File: src/rtl/divide_logic.sv
// divide_logic: iterative RV32M divider (DIV/DIVU/REM/REMU), radix-2 restoring,
// one quotient bit per cycle.
// Optional build macro DIV_EARLY_OUT_EN: divide-by-zero and signed overflow are
// detected at acceptance and skip the iterative phase.
module divide_logic #(
    parameter int WIDTH = 32
) (
    input  logic             CLK,
    input  logic             RST,
    input  logic             start,
    input  logic [1:0]       op,
    input  logic [WIDTH-1:0] in_a,
    input  logic [WIDTH-1:0] in_b,
    input  logic             flush,
    output logic             ready,
    output logic             done,
    output logic [WIDTH-1:0] res
);
    localparam int CW = $clog2(WIDTH);
    localparam logic [WIDTH-1:0] MIN_NEG = {1'b1, {(WIDTH-1){1'b0}}};

    typedef enum logic [1:0] {IDLE, CALC, FIX} state_t;

    state_t           state_q, state_d;
    logic             is_rem_q, is_rem_d;
    logic             sa_q, sa_d, sb_q, sb_d;
    logic             divz_q, divz_d, ovf_q, ovf_d;
    logic [WIDTH-1:0] a_q, a_d;
    logic [WIDTH-1:0] dvd_q, dvd_d;
    logic [WIDTH-1:0] dvs_q, dvs_d;
    logic [WIDTH-1:0] rem_q, rem_d;
    logic [CW-1:0]    cnt_q, cnt_d;
    logic [WIDTH-1:0] res_q, res_d;
    logic             done_q, done_d;

    // Operand decode at acceptance: signed ops work on magnitudes.
    logic             signed_in, neg_a, neg_b, divz_in, ovf_in, accept;
    logic [WIDTH-1:0] mag_a, mag_b;

    assign signed_in = ~op[0];
    assign neg_a     = signed_in & in_a[WIDTH-1];
    assign neg_b     = signed_in & in_b[WIDTH-1];
    assign mag_a     = neg_a ? -in_a : in_a;
    assign mag_b     = neg_b ? -in_b : in_b;
    assign divz_in   = (in_b == '0);
    assign ovf_in    = signed_in && (in_a == MIN_NEG) && (in_b == '1);
    assign accept    = (state_q == IDLE) && start && !flush;

    // One restoring step. The bit shifted out of rem is kept in the compare so
    // divisors above 2^(WIDTH-1) still divide correctly; when the subtract is
    // taken the true difference is below the divisor and fits in WIDTH bits.
    logic [WIDTH:0]   shifted;
    logic [WIDTH-1:0] diff;
    logic             ge;

    assign shifted = {rem_q, dvd_q[WIDTH-1]};
    assign ge      = (shifted >= {1'b0, dvs_q});
    assign diff    = shifted[WIDTH-1:0] - dvs_q;

    // Sign fix-up and RISC-V special cases, evaluated while in FIX.
    logic [WIDTH-1:0] q_fix, r_fix;

    always_comb begin
        q_fix = (sa_q ^ sb_q) ? -dvd_q : dvd_q;
        r_fix = sa_q ? -rem_q : rem_q;
        if (divz_q) begin
            q_fix = '1;
            r_fix = a_q;
        end else if (ovf_q) begin
            q_fix = MIN_NEG;
            r_fix = '0;
        end
    end

    // FSM next state: flush squashes CALC/FIX and drops a same-cycle request.
    always_comb begin
        state_d = state_q;
        case (state_q)
            IDLE: begin
                if (accept) begin
`ifdef DIV_EARLY_OUT_EN
                    state_d = (divz_in || ovf_in) ? FIX : CALC;
`else
                    state_d = CALC;
`endif
                end
            end
            CALC: begin
                if (flush)            state_d = IDLE;
                else if (cnt_q == '0) state_d = FIX;
            end
            FIX:     state_d = IDLE;
            default: state_d = IDLE;
        endcase
    end

    // Datapath next state: latch on accept, iterate in CALC, publish in FIX.
    always_comb begin
        is_rem_d = is_rem_q;
        sa_d     = sa_q;
        sb_d     = sb_q;
        divz_d   = divz_q;
        ovf_d    = ovf_q;
        a_d      = a_q;
        dvd_d    = dvd_q;
        dvs_d    = dvs_q;
        rem_d    = rem_q;
        cnt_d    = cnt_q;
        res_d    = res_q;
        done_d   = 1'b0;
        if (accept) begin
            is_rem_d = op[1];
            sa_d     = neg_a;
            sb_d     = neg_b;
            divz_d   = divz_in;
            ovf_d    = ovf_in;
            a_d      = in_a;
            dvd_d    = mag_a;
            dvs_d    = mag_b;
            rem_d    = '0;
            cnt_d    = CW'(WIDTH - 1);
        end else if (state_q == CALC && !flush) begin
            rem_d = ge ? diff : shifted[WIDTH-1:0];
            dvd_d = {dvd_q[WIDTH-2:0], ge};
            if (cnt_q != '0) cnt_d = cnt_q - CW'(1);
        end else if (state_q == FIX && !flush) begin
            res_d  = is_rem_q ? r_fix : q_fix;
            done_d = 1'b1;
        end
    end

    // State register.
    always_ff @(posedge CLK) begin
        if (RST) state_q <= IDLE;
        else     state_q <= state_d;
    end

    // Datapath registers.
    always_ff @(posedge CLK) begin
        if (RST) begin
            is_rem_q <= 1'b0;
            sa_q     <= 1'b0;
            sb_q     <= 1'b0;
            divz_q   <= 1'b0;
            ovf_q    <= 1'b0;
            a_q      <= '0;
            dvd_q    <= '0;
            dvs_q    <= '0;
            rem_q    <= '0;
            cnt_q    <= '0;
            res_q    <= '0;
            done_q   <= 1'b0;
        end else begin
            is_rem_q <= is_rem_d;
            sa_q     <= sa_d;
            sb_q     <= sb_d;
            divz_q   <= divz_d;
            ovf_q    <= ovf_d;
            a_q      <= a_d;
            dvd_q    <= dvd_d;
            dvs_q    <= dvs_d;
            rem_q    <= rem_d;
            cnt_q    <= cnt_d;
            res_q    <= res_d;
            done_q   <= done_d;
        end
    end

    assign ready = (state_q == IDLE);
    assign done  = done_q;
    assign res   = res_q;
endmodule

File: config.mk
export PLATFORM = sky130hd
export DESIGN_NAME = divide_logic
export DESIGN_NICKNAME = d
export VERILOG_FILES = /design/src/rtl/divide_logic.sv
export SDC_FILE = /design/constraint.sdc
export NUM_CORES = 1
export LEC_CHECK = 0
export CORE_MARGIN = 10
export CORE_UTILIZATION = 50
export DETAILED_ROUTE_END_ITERATION = 16
export PLACE_DENSITY_LB_ADDON = 0.05
export SLEW_MARGIN = 15
export SYNTH_ARGS = -nofsm -noshare
export SYNTH_HDL_FRONTEND = slang
export SYNTH_SLANG_ARGS = --single-unit
export TNS_END_PERCENT = 50
File: constraint.sdc
create_clock -name CLK -period 7.8 [get_ports CLK]
set_input_delay 1.56 -clock CLK [delete_from_list [all_inputs] [get_ports CLK]]
set_output_delay 1.56 -clock CLK [all_outputs]
set_load 0.1 [all_outputs]
# Word level (Yosys, flattened, before mapping)
# Index checks and enable logic that the tools add are counted.
# W data, S select, Z words.
[classes]
eq_ne = 6
n_bitwise = 6
n_addsub = 6
mux = 20
n_lt_le_gt_ge = 1
reduce_logical = 18
[ops]
columns = ["op", "n"]
rows = [
  ["$mux W32", 12],
  ["$neg A32 Y32", 4],
  ["$eq A32 B32 Y1 const B", 2],
  ["$ge A33 B32 Y1", 1],
  ["$logic_not A32 Y1", 1],
  ["$sub A32 B32 Y32", 1],
  ["$mux W5", 3],
  ["$logic_and A1 B1 Y1", 6],
  ["$mux W2", 3],
  ["$logic_not A5 Y1", 1],
  ["$reduce_bool A5 Y1", 1],
  ["$sub A5 B1 Y5 const B", 1],
  ["$pmux W2 S2", 1],
  ["$reduce_and A2 Y1", 2],
  ["$reduce_bool A2 Y1", 2],
  ["$ne A3 B3 Y1 const B", 1],
  ["$not A1 Y1", 3],
  ["$reduce_and A3 Y1", 1],
  ["$reduce_or A3 Y1", 1],
  ["$and A1 B1 Y1", 2],
  ["$eq A2 B1 Y1 const B", 1],
  ["$eq A2 B2 Y1 const B", 1],
  ["$logic_not A2 Y1", 1],
  ["$ne A2 B1 Y1 const B", 1],
  ["4 further kinds", 4],
]
[word_totals]
out_inout_bits = 34
elab_cells = 70
ff_bits = 173

# Longest topological paths before layout
[depth]
depth_word = 5
depth_mapped = 13
ltp_nobuf = 12

# Least setup slack after synthesis
# Ideal clock, no wire load.
[synth_timing]
kind = "input to register"
from = "input port in_b[10]"
to = "register dvs_q[30]"
arrival_ps = 3981
slack_ps = 3687
n_path_buf = 0
path_stages = 9
cell_sequence = "or4_4 nor4_4 and2b_1 nand2_1 or4_4 or4_4 o31ai_1 xor2_1 o22ai_1"
[synth_via]
elab_chain_len = 2
[synth_rtl]
columns = ["item", "line", "source"]
rows = [
  ["start: declaration", "13", "input logic [WIDTH-1:0] in_b,"],
  ["$neg A32 Y32", "44", "assign mag_b = neg_b ? -in_b : in_b;"],
  ["$mux W32", "44", ""],
  ["end signal: assignment", "161", "dvs_q <= dvs_d;"],
  ["end: declaration", "30", "logic [WIDTH-1:0] dvs_q, dvs_d;"],
]
# Every way passes these cells.
# A chain may end at the register's enable or synchronous reset.

# Worst setup path in the final report
[layout_timing]
from = "input port in_b[8]"
to = "register dvs_q[30]"
# The elaborated chain is that of the path after synthesis.

==> results_dict.tcl <==
set metrics [dict create \
    finalSetupTns_ns 0 \
    relSlewSlack_pct 23.6 \
    drt-total-wl_um 38600 \
    synthTopCellsByCount "nand2_1, dfxtp_1, a21oi_1" \
    path_class "in2reg" \
    p_comb_share_pct 24.7 \
    fin_ws_ns 3.44 \
    crit_chain "clkdlybuf4s50_1 > or4_4 > nor4_4 > and2b_1 > nand2_1 > or4_4 > or4_4 > o31ai_1 > xor2_1 > o22ai_1" \
    irDropWorstVdd_mv 0.104 \
    htree_num_levels 4 \
    startpoint_type "input pin" \
    fin_nets 1725 \
    avgRoutedWirePerCell_um 19.9 \
    cts_hold_buf 0 \
    grt_max_degree 82 \
    clk_pin_slew_ns 0.08 \
    vias_per_cell 6.02 \
    final.setup_skew_ns 0.0159 \
    rsz0062_at_grt "false" \
    place_congestion 0.975 \
    die_h_um 172 \
    p_int_mw 1.62 \
    clk_path_buf_depth 2 \
    tightestPinTransition_ns 1.13 \
    period_share_pct 55.9 \
    io_pins 104 \
    crit_required_ns 8.11 \
    synth.most_common_cell "nand2_1" \
    finalCriticalPeriod_ns 4.36 \
    power_switching_mw 0.822 \
    die-area_mm2 0.0297 \
    postSynth.asyncResetShare_pct 0 \
    syn_to_final_growth_pct 15.2 \
    syn_area_per_cell_um2 7.37 \
    cp_common_cell "or4_4" \
    cts_buffers 17 \
    vias 11700 \
    port_buffers 103 \
    place_ws_ns 3.00 \
    p_leak_nw 4.93 \
    drc 0 \
    yosysWarnings 0 \
    power.total_mw 2.44 \
    crit_fanout 5 \
    netlist_top_cells_area "dfxtp_1, nand2_1, a21oi_1" \
    grt_pass1_wl_um 60400 \
    drv_slew 0 \
    p_seq_share_pct 39.9 \
    core_area_mm2 0.0228 \
    cts.repair.resized 0 \
    ys_types 64 \
    whs_ns 0.455 \
    start_util_pct 51.0 \
    hold_path.class "reg2reg" \
    grt.total_usage_pct 25.9 \
    dp_hpwl_um 28800 \
    slowest_stage "or4_4" \
    syn_inst 1577 \
    fp.dieW_um 172 \
    cts_tree "built" \
    post-cts-setup-buffer-count 0 \
    antenna_cells 0 \
    drive_gt1_share_pct 4.73 \
    pwr-share-clk_pct 35.4 \
    insertion_delay_ns 0.45 \
    rows 55 \
    grt_overflow 0 \
    first_pass_iters 8 \
    grt_pass1_vias 11000 \
    synth_seq_cells 173 \
    final-hold-violation-count 0 \
    outcome "completed" \
    postRouteAntennaNets 0 \
    antenna_found_initial 0 \
    drv_cap 0 \
    yosysTopAreaCell "dfxtp_1" \
    max_freq_mhz 229 \
    worstPathArrival_ns 4.67 \
    cts_num_sinks 173 \
    finalSetupViolations 0 \
    fillCellCount 2202 \
    synth.yosys.seq_area_share_pct 29.8 \
    cts-root-buf "clkbuf_16" \
    end_kind "flop" \
    critPathMaxStageDelay_ns 0.59 \
    netlist.area_leader.share_pct 29.8 \
    cellPowerDensity_mw_per_mm2 182 \
    drt-initial-drc-count 980 \
    synth-edff-count 0 \
    switching_share_pct 33.7 \
    synth_area_mm2 0.0116 \
    syn_nets 1687 \
    synth_ff_type "dfxtp_1" \
]
## cells in the final DEF (no fill, tap or decap), types with 5 or more instances in the layout
cell type / n
xnor2_1: 66
and2_1: 5
o22ai_1: 13
or4_1: 9
ha_1: 39
a21oi_1: 159
buf_4: 16
a221o_1: 7
o21ai_0: 101
inv_8: 5
o41ai_1: 10
or3_4: 5
nor4_1: 14
o221ai_1: 9
nor2_1: 148
a211oi_1: 41
nand2_1: 238
o211ai_1: 13
nand2b_1: 17
a221oi_1: 6
inv_1: 57
or3_1: 11
nor3_1: 42
a21o_1: 14
nand4_1: 16
xor2_1: 79
or2_2: 5
mux2i_1: 19
a311oi_1: 20
clkbuf_16: 17
dfxtp_1: 173
nand3_1: 22
o31ai_1: 24
a31oi_1: 26
clkdlybuf4s50_1: 102
and3_1: 11
## power groups by stage
stage | clock [mW] | sequential, mW | combinational, mW
after global placement | 0 | 0.991 | 0.586
final | 0.864 | 0.972 | 0.601
after CTS | 0.876 | 0.971 | 0.594
after floorplan | 0 | 0.973 | 0.425
after global routing | 0.907 | 0.976 | 0.664
after detailed placement | 0 | 0.991 | 0.591
## flip-flops by register name, summed over array words and instances (netlist names)
| name | flops |
|---|---|
| a_q | 32 |
| dvd_q | 32 |
| dvs_q | 32 |
| rem_q | 32 |
| res | 32 |
| cnt_q | 5 |
| state_q | 2 |
| divz_q | 1 |
| done | 1 |
| is_rem_q | 1 |
| ovf_q | 1 |
| sa_q | 1 |
| sb_q | 1 |
## worst max-delay path: cells and delay by family
kind / cells / cell delay [ns]
XOR/XNOR: 1 / 0.19
buffers and inverters: 1 / 0.50
AO/OA/AOI/OAI: 2 / 0.34
AND/OR/NAND/NOR: 6 / 2.08
## layout make-up
type | instances | area [um2] | area share, %
Tap cell | 313 | 392 | 2.93
Clock buffer | 18 | 429 | 3.21
Clock inverter | 14 | 150 | 1.12
Timing Repair Buffer | 118 | 1140 | 8.52
Sequential cell | 173 | 3460 | 25.9
Multi-Input combinational cell | 1247 | 7590 | 56.7
Inverter | 58 | 218 | 1.63
## cells by family after synthesis
| family | synth area share, % |
|---|---|
| AOI/OAI and AO/OA | 25.8 |
| buffers and inverters | 5.08 |
| DFF | 29.8 |
| xor gates and xnor gates | 11.0 |
| adders and majority gates | 4.37 |
| and+or+nand+nor | 22.3 |
| muxes | 1.64 |
## final timing paths
check / endpoint / cells after the start / slack, ns / startpoint
setup / recovery: dvs_q[30] / 10 / 3.44 / in_b[8]
hold / removal: res[8] / 2 / 0.45 / res[8]
setup reg to reg: rem_q[19] / 10 / 3.83 / rem_q[17]
hold reg to reg: res[8] / 2 / 0.45 / res[8]
## per-layer routing
layer / vias up / wire [um] / GRT usage [%]
li1: 5714 / - / -
met1: 5480 / 15800 / 30.9
met2: 406 / 18500 / 44.2
met3: 88 / 2210 / 3.35
met4: 0 / 2160 / 14.4
met5: - / 0 / 0
## stage by stage
stage	utilization, %	instances	cell area [um2]
3_3_place_gp	56.2	1909	12800
5_1_grt	58.8	1941	13400
6_report	58.8	1941	13400
2_1_floorplan	-	1577	11600
3_5_place_dp	56.2	1909	12800
4_1_cts	58.7	1941	13400
(Power assumes the default switching activity.)
